File: src/rtl/alu_arbiter.sv
// Round-robin arbiter sharing one combinational ALU between N_REQ requesters.
// Operands are registered into the ALU; the result is returned with the owner's ID.
module alu_arbiter #(
  parameter int N_REQ = 4,
  parameter int W     = 8,
  parameter int IDW   = 2
) (
  input  logic               clk,
  input  logic               rst,
  input  logic [N_REQ-1:0]   req_valid,
  output logic [N_REQ-1:0]   req_ready,
  input  logic [N_REQ*W-1:0] req_opA,
  input  logic [N_REQ*W-1:0] req_opB,
  input  logic [N_REQ*W-1:0] req_opSel,
  output logic [W-1:0]       alu_opA,
  output logic [W-1:0]       alu_opB,
  output logic [W-1:0]       alu_opSel,
  input  logic [W-1:0]       alu_out,
  output logic               resp_valid,
  input  logic               resp_ready,
  output logic [W-1:0]       resp_data,
  output logic [IDW-1:0]     resp_id,
  output logic               busy
);

  typedef enum logic [1:0] {IDLE, EXEC, RESP} state_t;

  state_t         state, state_nxt;
  logic [IDW-1:0] rr_ptr;
  logic [IDW-1:0] grant_id;
  logic [IDW-1:0] win_id;
  logic [IDW-1:0] cand;
  logic           win_found;
  logic           accept;
  logic [W-1:0]   win_opA, win_opB, win_opSel;

  // Modulo add done by compare/subtract so non-power-of-two N_REQ wraps correctly.
  function automatic logic [IDW-1:0] wrap_idx(input logic [IDW-1:0] base, input int unsigned off);
    int unsigned sum;
    sum = 32'(base) + off;
    if (sum >= N_REQ) sum = sum - N_REQ;
    return IDW'(sum);
  endfunction

  always_comb begin
    win_found = 1'b0;
    win_id    = '0;
    cand      = '0;
    for (int unsigned k = 0; k < N_REQ; k++) begin
      cand = wrap_idx(rr_ptr, k);
      if (!win_found && req_valid[cand]) begin
        win_found = 1'b1;
        win_id    = cand;
      end
    end
  end

  always_comb begin
    win_opA   = '0;
    win_opB   = '0;
    win_opSel = '0;
    for (int unsigned i = 0; i < N_REQ; i++) begin
      if (IDW'(i) == win_id) begin
        win_opA   = req_opA[i*W +: W];
        win_opB   = req_opB[i*W +: W];
        win_opSel = req_opSel[i*W +: W];
      end
    end
  end

  always_comb begin
    state_nxt  = state;
    req_ready  = '0;
    accept     = 1'b0;
    resp_valid = 1'b0;
    busy       = 1'b0;
    case (state)
      IDLE: begin
        if (win_found) begin
          req_ready[win_id] = 1'b1;
          accept            = 1'b1;
          state_nxt         = EXEC;
        end
      end
      EXEC: begin
        busy      = 1'b1;
        state_nxt = RESP;
      end
      RESP: begin
        busy       = 1'b1;
        resp_valid = 1'b1;
        if (resp_ready) state_nxt = IDLE;
      end
      default: state_nxt = IDLE;
    endcase
  end

  always_ff @(posedge clk) begin
    if (rst) begin
      state     <= IDLE;
      rr_ptr    <= '0;
      grant_id  <= '0;
      alu_opA   <= '0;
      alu_opB   <= '0;
      alu_opSel <= '0;
      resp_data <= '0;
      resp_id   <= '0;
    end else begin
      state <= state_nxt;
      if (accept) begin
        alu_opA   <= win_opA;
        alu_opB   <= win_opB;
        alu_opSel <= win_opSel;
        grant_id  <= win_id;
      end
      if (state == EXEC) begin
        resp_data <= alu_out;
        resp_id   <= grant_id;
      end
      // Just-served requester drops to lowest priority for the next arbitration.
      if (state == RESP && resp_ready)
        rr_ptr <= (grant_id == IDW'(N_REQ - 1)) ? '0 : grant_id + 1'b1;
    end
  end

endmodule
File: config.mk
export PLATFORM = sky130hd
export DESIGN_NAME = alu_arbiter
export DESIGN_NICKNAME = d
export VERILOG_FILES = /design/src/rtl/alu_arbiter.sv
export SDC_FILE = /design/constraint.sdc
export NUM_CORES = 1
export LEC_CHECK = 0
export ABC_AREA = 1
export CAP_MARGIN = 10
export CORE_ASPECT_RATIO = 2
export CORE_UTILIZATION = 39
export CTS_CLUSTER_SIZE = 12
export DETAILED_ROUTE_END_ITERATION = 6
export GPL_TIMING_DRIVEN = 0
export PLACE_DENSITY_LB_ADDON = 0.25
export SKIP_CTS_REPAIR_TIMING = 1
export SLEW_MARGIN = 20
export SYNTH_ARGS = -nofsm -noshare
export SYNTH_HDL_FRONTEND = slang
export SYNTH_SLANG_ARGS = --single-unit
File: constraint.sdc
create_clock -name clk -period 2.4 [get_ports clk]
set_input_delay 0.48 -clock clk [delete_from_list [all_inputs] [get_ports clk]]
set_output_delay 0.48 -clock clk [all_outputs]
set_load 0.05 [all_outputs]
==> flow_metrics.env, run 1 <==
export IMPL_status="finished with violations"
export IMPL_violations="setup timing"
export IMPL_min_delay_start="alu_opB[3]$_SDFFE_PP0P_"
export IMPL_port_buffer_count=149
export IMPL_cp_required_ps=1920
export IMPL_seq_area_frac_synth_pct=29.5
export IMPL_antenna_found_initial=0
export IMPL_design_area_um2=4840
export IMPL_ioPinCount=151
export IMPL_finalHoldViolCount=0
export IMPL_power_density_nw_per_um2=1190
export IMPL_report_final_setup_viol=4
export IMPL_clock_latency_ps=280
export IMPL_rr_startpoint="rr_ptr[0]$_SDFFE_PP0P_"
export IMPL_grt_overflow_total=0
export IMPL_syn_nets=552
export IMPL_cp_cell_sequence="inv_4 > nand2_1 > nand2_4 > nand2_4 > nand2_4 > nor2_4 > nand3_2 > nand2_2 > nand2_2 > buf_12 > nor2_4 > buf_6 > buf_8"
export IMPL_drt_total_wl_mm=9.49
export IMPL_slowest_stage="dfxtp_4"
export IMPL_max_clock_freq_ghz=0.401
export IMPL_crit_family="simple AND/OR/NAND/NOR gates"
export IMPL_die_height_um=120
export IMPL_netlist_instances=436
export IMPL_numCtsBuffers=5
export IMPL_route_detailed_drc=0
export IMPL_regToRegEndpoint="alu_opA[2]$_SDFFE_PP0P_"
export IMPL_diodes=0
export IMPL_fin_crit_sh_pct=104
export IMPL_synth_seq_cells=40
export IMPL_cts_max_level=2
export IMPL_arrival_ps=2020
export IMPL_synth_lib_cells_used_distinct=32
export IMPL_ant_nets=0
export IMPL_cts_buffer_depth=2
export IMPL_hold_end="alu_opB[3]$_SDFFE_PP0P_"
export IMPL_utilization_pct=72.6
export IMPL_finalWorstSetupSlack_ps=-95.1
export IMPL_layout_nets=721
export IMPL_vias_per_cell=4.90
export IMPL_place_detailed_hpwl_mm=7.12
export IMPL_cts_tree="built"
export IMPL_rsz0062_at_grt="true"
export IMPL_gp_congestion=0.905
export IMPL_ir_drop_mv=0.746
export IMPL_area_delta_synth_final_pct=78.1
export IMPL_critPathKind="reg -> out"
export IMPL_pwr_share_seq_pct=18.6
export IMPL_p_int_mw=2.89
export IMPL_drive_gt1_share_pct=18.6
export IMPL_drv_slew=0
export IMPL_r2r_slack_ps=160
export IMPL_grt_usage_pct=24.4
export IMPL_path_buf_inv=4
export IMPL_crit_path_frequent_cell="nand2_4"
export IMPL_switching_share_pct=50.1
export IMPL_leakagePower_nw=2.20
export IMPL_dpl_instance_area_um2=4330
export IMPL_crit_fanout=9
export IMPL_dieArea_um2=7330
export IMPL_pwr_share_comb_pct=68.1
export IMPL_wl_per_cell_um=13.7
export IMPL_layout_min_cycle_time_ps=2500
export IMPL_cts_root_buf="clkbuf_16"
export IMPL_slew_headroom_pct=54.7
export IMPL_start_util_pct=40.7
export IMPL_r2r_cells=15
export IMPL_first_iter_violations=141
export IMPL_syn_area_per_cell_um2=6.24
export IMPL_clock_power_share_pct=13.3
export IMPL_yosys_warnings=0
export IMPL_first_pass_iters=4
export IMPL_syn_area_um2=2720
export IMPL_grt_start_max_net_pins=14
export IMPL_die_width_um=61.0
export IMPL_grt_pass1_vias=3204
export IMPL_rows=42
export IMPL_tightest_slew_ps=679
export IMPL_clkTransAtPathRegs_ps=60
export IMPL_cap_viol_max_count=0
export IMPL_coreArea_um2=6670
export IMPL_grt_pass1_wl_mm=13.6
export IMPL_cp_num_cells=13
export IMPL_hold_path_depth=2
export IMPL_layout_commonest_cell="clkdlybuf4s50_1"
export IMPL_vias=3403
export IMPL_end_kind="output pin"
export IMPL_holdCritPathClass="reg -> reg"
export IMPL_mostFrequentLayoutCells="clkdlybuf4s50_1, nand2_1, nor2_1, dfxtp_1, o21ai_0"
export IMPL_clock_skew_ps=1.52
export IMPL_power_switching_mw=2.89
export IMPL_cts_sinks=40
export IMPL_slowest_delay_ps=390
export IMPL_crit_path_start_kind="flop"
[final cells by class]
| type | instances | area [um^2] |
|---|---|---|
| Multi-Input combinational cell | 343 | 1800 |
| Buffer | 18 | 174 |
| Timing Repair Buffer | 163 | 1640 |
| Sequential cell | 40 | 808 |
| Clock buffer | 5 | 125 |
| Tap cell | 88 | 110 |
| Inverter | 34 | 145 |
| Fill cell | 555 | 1830 |
| Clock inverter | 3 | 42.5 |
[state kept, by name, summed over array words and instances (netlist names)]
name,cells
alu_opA,8
rr_ptr,2
state,2
resp_data,8
grant_id,2
resp_id,2
alu_opB,8
alu_opSel,8
[kinds of logic after synthesis]
group | share of synthesized area [%]
simple gates | 42.1
fa+ha+maj | 2.30
compound gates | 15.3
buf+inv | 10.9
flops | 29.5
[routing by layer]
metal	global-route usage, %	wire length, um
met5	0	0
met4	10.7	301
met3	4.20	541
met2	47.9	5380
met1	22.4	3260
[stage by stage]
step	total power, mW	worst slack, ps	hold WS [ps]	setup TNS, ps	cells
finish	5.78	-95.1	480	-324	694
global route	6.15	-188	499	-723	694
CTS	5.50	-1310	479	-4450	681
detailed placement	4.71	-1300	468	-8120	673
global placement	4.64	-1260	453	-6280	673
floorplan	3.59	47.1	461	0	436
[power by group through the flow]
stage | Combinational, mW | Sequential, mW | Clock [mW]
floorplan | 1.72 | 1.87 | 0
global placement | 3.58 | 1.06 | 0
detailed placement | 3.63 | 1.08 | 0
CTS | 3.66 | 1.06 | 0.778
global route | 4.24 | 1.10 | 0.804
finish | 3.94 | 1.08 | 0.767
[worst min-delay path, stage by stage, from the launching register on]
cell	delay (ps)
dfxtp_1	310
nand2_1	70
a21oi_1	60
[synthesized netlist by cell type, drive strengths merged]
master	number	share of area [%]
nand4	1	0.23
o21ai	36	6.8
nand3b	1	0.28
nor2	80	13
inv	33	4.7
clkbuf	6	0.83
nand3	23	4.6
a21oi	22	5.6
nand2	163	24
o22ai	1	0.23
or2	1	0.23
buf	13	5.2
dfxtp	40	29
a21boi	10	2.8
clkinv	1	0.14
ha	5	2.3
[worst max path at each step]
| stage | from | slack (ps) | end |
|---|---|---|---|
| 2_1_floorplan | req_valid[1] | 50 | req_ready[1] |
| 3_3_place_gp | req_valid[3] | -1260 | req_ready[1] |
| 3_5_place_dp | req_valid[3] | -1300 | req_ready[1] |
| 4_1_cts | req_valid[3] | -1310 | req_ready[1] |
| 5_1_grt | rr_ptr[0]$_SDFFE_PP0P_ | -190 | req_ready[3] |
| 6_report | rr_ptr[0]$_SDFFE_PP0P_ | -100 | req_ready[3] |
No activity file was read; power rests on OpenSTA's default activity.
==> inputs of run 2 (changes only) <==
--- a/config.mk
+++ b/config.mk
@@ -11,10 +11,10 @@
 export CORE_UTILIZATION = 39
 export CTS_CLUSTER_SIZE = 12
 export DETAILED_ROUTE_END_ITERATION = 6
-export GPL_TIMING_DRIVEN = 0
 export PLACE_DENSITY_LB_ADDON = 0.25
 export SKIP_CTS_REPAIR_TIMING = 1
 export SLEW_MARGIN = 20
 export SYNTH_ARGS = -nofsm -noshare
 export SYNTH_HDL_FRONTEND = slang
 export SYNTH_SLANG_ARGS = --single-unit
+export TNS_END_PERCENT = 1
==> run 2 against run 1 <==
The run still ends with setup timing left. Utilization up 0.56 points. Sequential power about the same. Count of clock-buffer cells in the layout unchanged. Via count shrank 0.62%. Global-route usage fell by 0.26 points. Largest power group unchanged.
==> flow_metrics.env, run 2 (synthesized netlist as in run 1, its figures left out) <==
export IMPL_status="finished with violations"
export IMPL_violations="setup timing"
export IMPL_rows=42
export IMPL_crit_path_start_kind="flop"
export IMPL_nFillCells=562
export IMPL_drv_slew=0
export IMPL_drive_gt1_share_pct=18.7
export IMPL_ant_nets=0
export IMPL_first_iter_violations=137
export IMPL_numCtsBuffers=5
export IMPL_ir_drop_mv=0.614
export IMPL_utilization_pct=73.1
export IMPL_clock_skew_ps=7.60
export IMPL_antenna_found_initial=0
export IMPL_grt_usage_pct=24.2
export IMPL_dieArea_um2=7330
export IMPL_vias=3382
export IMPL_max_clock_freq_ghz=0.412
export IMPL_cts_max_level=2
export IMPL_place_detailed_hpwl_mm=6.89
export IMPL_crit_fanout=5
export IMPL_critPathKind="reg -> out"
export IMPL_cp_required_ps=1920
export IMPL_drt_total_wl_mm=9.20
export IMPL_grt_util_met1_pct=23.0
export IMPL_start_util_pct=40.7
export IMPL_gp_congestion=0.887
export IMPL_slew_headroom_pct=60.0
export IMPL_arrival_ps=1950
export IMPL_clock_latency_ps=290
export IMPL_grt_busiest_layer="met2"
export IMPL_diodes=0
export IMPL_regArea_um2=808
export IMPL_finalWorstSetupSlack_ps=-25.2
export IMPL_mostFrequentLayoutCells="clkdlybuf4s50_1, nand2_1, nor2_1, dfxtp_1, o21ai_0"
export IMPL_cts_tree="built"
export IMPL_grt_start_max_net_pins=24
export IMPL_multi_input_area_um2=1810
export IMPL_first_pass_iters=4
export IMPL_tightest_slew_ps=599
export IMPL_layout_min_cycle_time_ps=2430
export IMPL_grt_overflow_total=0
export IMPL_vias_per_cell=4.88
export IMPL_finalHoldViolCount=0
export IMPL_totalPowerFinal_mw=5.90
export IMPL_route_detailed_drc=0
export IMPL_met3_usage_pct=4.20
export IMPL_cts_root_buf="clkbuf_16"
export IMPL_clkTransAtPathRegs_ps=60
export IMPL_grt_pass1_vias=3131
export IMPL_use_met2_pct=45.5
export IMPL_fin_crit_sh_pct=101
export IMPL_coreArea_um2=6670
export IMPL_rsz0062_at_grt="true"
export IMPL_grt_pass1_wl_mm=13.4
export IMPL_power_density_nw_per_um2=1210
export IMPL_cts_sinks=40
export IMPL_layout_commonest_cell="clkdlybuf4s50_1"
export IMPL_area_delta_synth_final_pct=79.5
export IMPL_layout_nets=720
export IMPL_leakagePower_nw=2.23
export IMPL_ioPinCount=151
export IMPL_die_width_um=61.0
export IMPL_cts_buffer_depth=2
export IMPL_wl_per_cell_um=13.3
export IMPL_end_kind="output pin"
export IMPL_port_buffer_count=150
export IMPL_die_height_um=120
export IMPL_holdCritPathClass="reg -> reg"
export IMPL_cap_viol_max_count=0
export IMPL_report_final_setup_viol=3
run 2: cell types whose count changed in the layout (fill, tap and decap cells not counted), sizes merged:
| cell | change |
|---|---|
| buf | +5 |
| clkinvlp | -1 |
| inv | +1 |
| clkbuf | -6 |
run 2: stage by stage:
| stage | hold slack (ps) | TNS, ps | cells | worst slack [ps] | instance area (um^2) |
|---|---|---|---|---|---|
| 2_1_floorplan | 461 | -163 | 436 | -87.3 | 2720 |
| 3_3_place_gp | 455 | -3590 | 679 | -212 | 4430 |
| 3_5_place_dp | 465 | -5580 | 679 | -278 | 4430 |
| 4_1_cts | 475 | -1020 | 687 | -285 | 4600 |
| 5_1_grt | 497 | -290 | 693 | -82.3 | 4880 |
| 6_report | 471 | -50.0 | 693 | -25.2 | 4880 |
run 2: cell type report:
type / instances / area share, %
well taps: 88 / 2.26
inverters: 34 / 2.92
clock inverters: 3 / 0.974
flip-flops and latches: 40 / 16.6
multi-input cells: 343 / 37.0
clock buffers: 5 / 2.56
repair buffers: 180 / 37.7
run 2: routing by layer:
metal  share of wire, %  vias up
li1                   -     1701
met1                 36     1534
met2                 56      124
met3                5.7       23
met4                3.2        0
met5                  0        -
run 2: critical path, cell delays in order (launching register included):
cell and delay, ps:
dfxtp_4 420, buf_8 150, nand2_4 60, nand2_4 80, nand2_4 60, nand2_4 80, inv_1 60, a21oi_1 200
nand2_2 100, nand2_4 110, inv_4 60, nand2_4 80, nor2_4 50, buf_12 140
run 2: report_power, final:
part	switching (mW)	internal, mW
clock	0.288	0.494
sequential	0.143	0.928
combinational	2.47	1.58
total	2.90	3.01
run 2: worst paths after layout:
check | depth (start not counted) | startpoint | end | slack, ps
worst max-delay path | 13 | rr_ptr[0]$_SDFFE_PP0P_ | req_ready[1] | -30
worst min-delay path | 2 | alu_opB[3]$_SDFFE_PP0P_ | alu_opB[3]$_SDFFE_PP0P_ | 470
worst max register to register | 18 | rr_ptr[0]$_SDFFE_PP0P_ | alu_opA[0]$_SDFFE_PP0P_ | 110
worst min register to register | 2 | alu_opB[3]$_SDFFE_PP0P_ | alu_opB[3]$_SDFFE_PP0P_ | 470
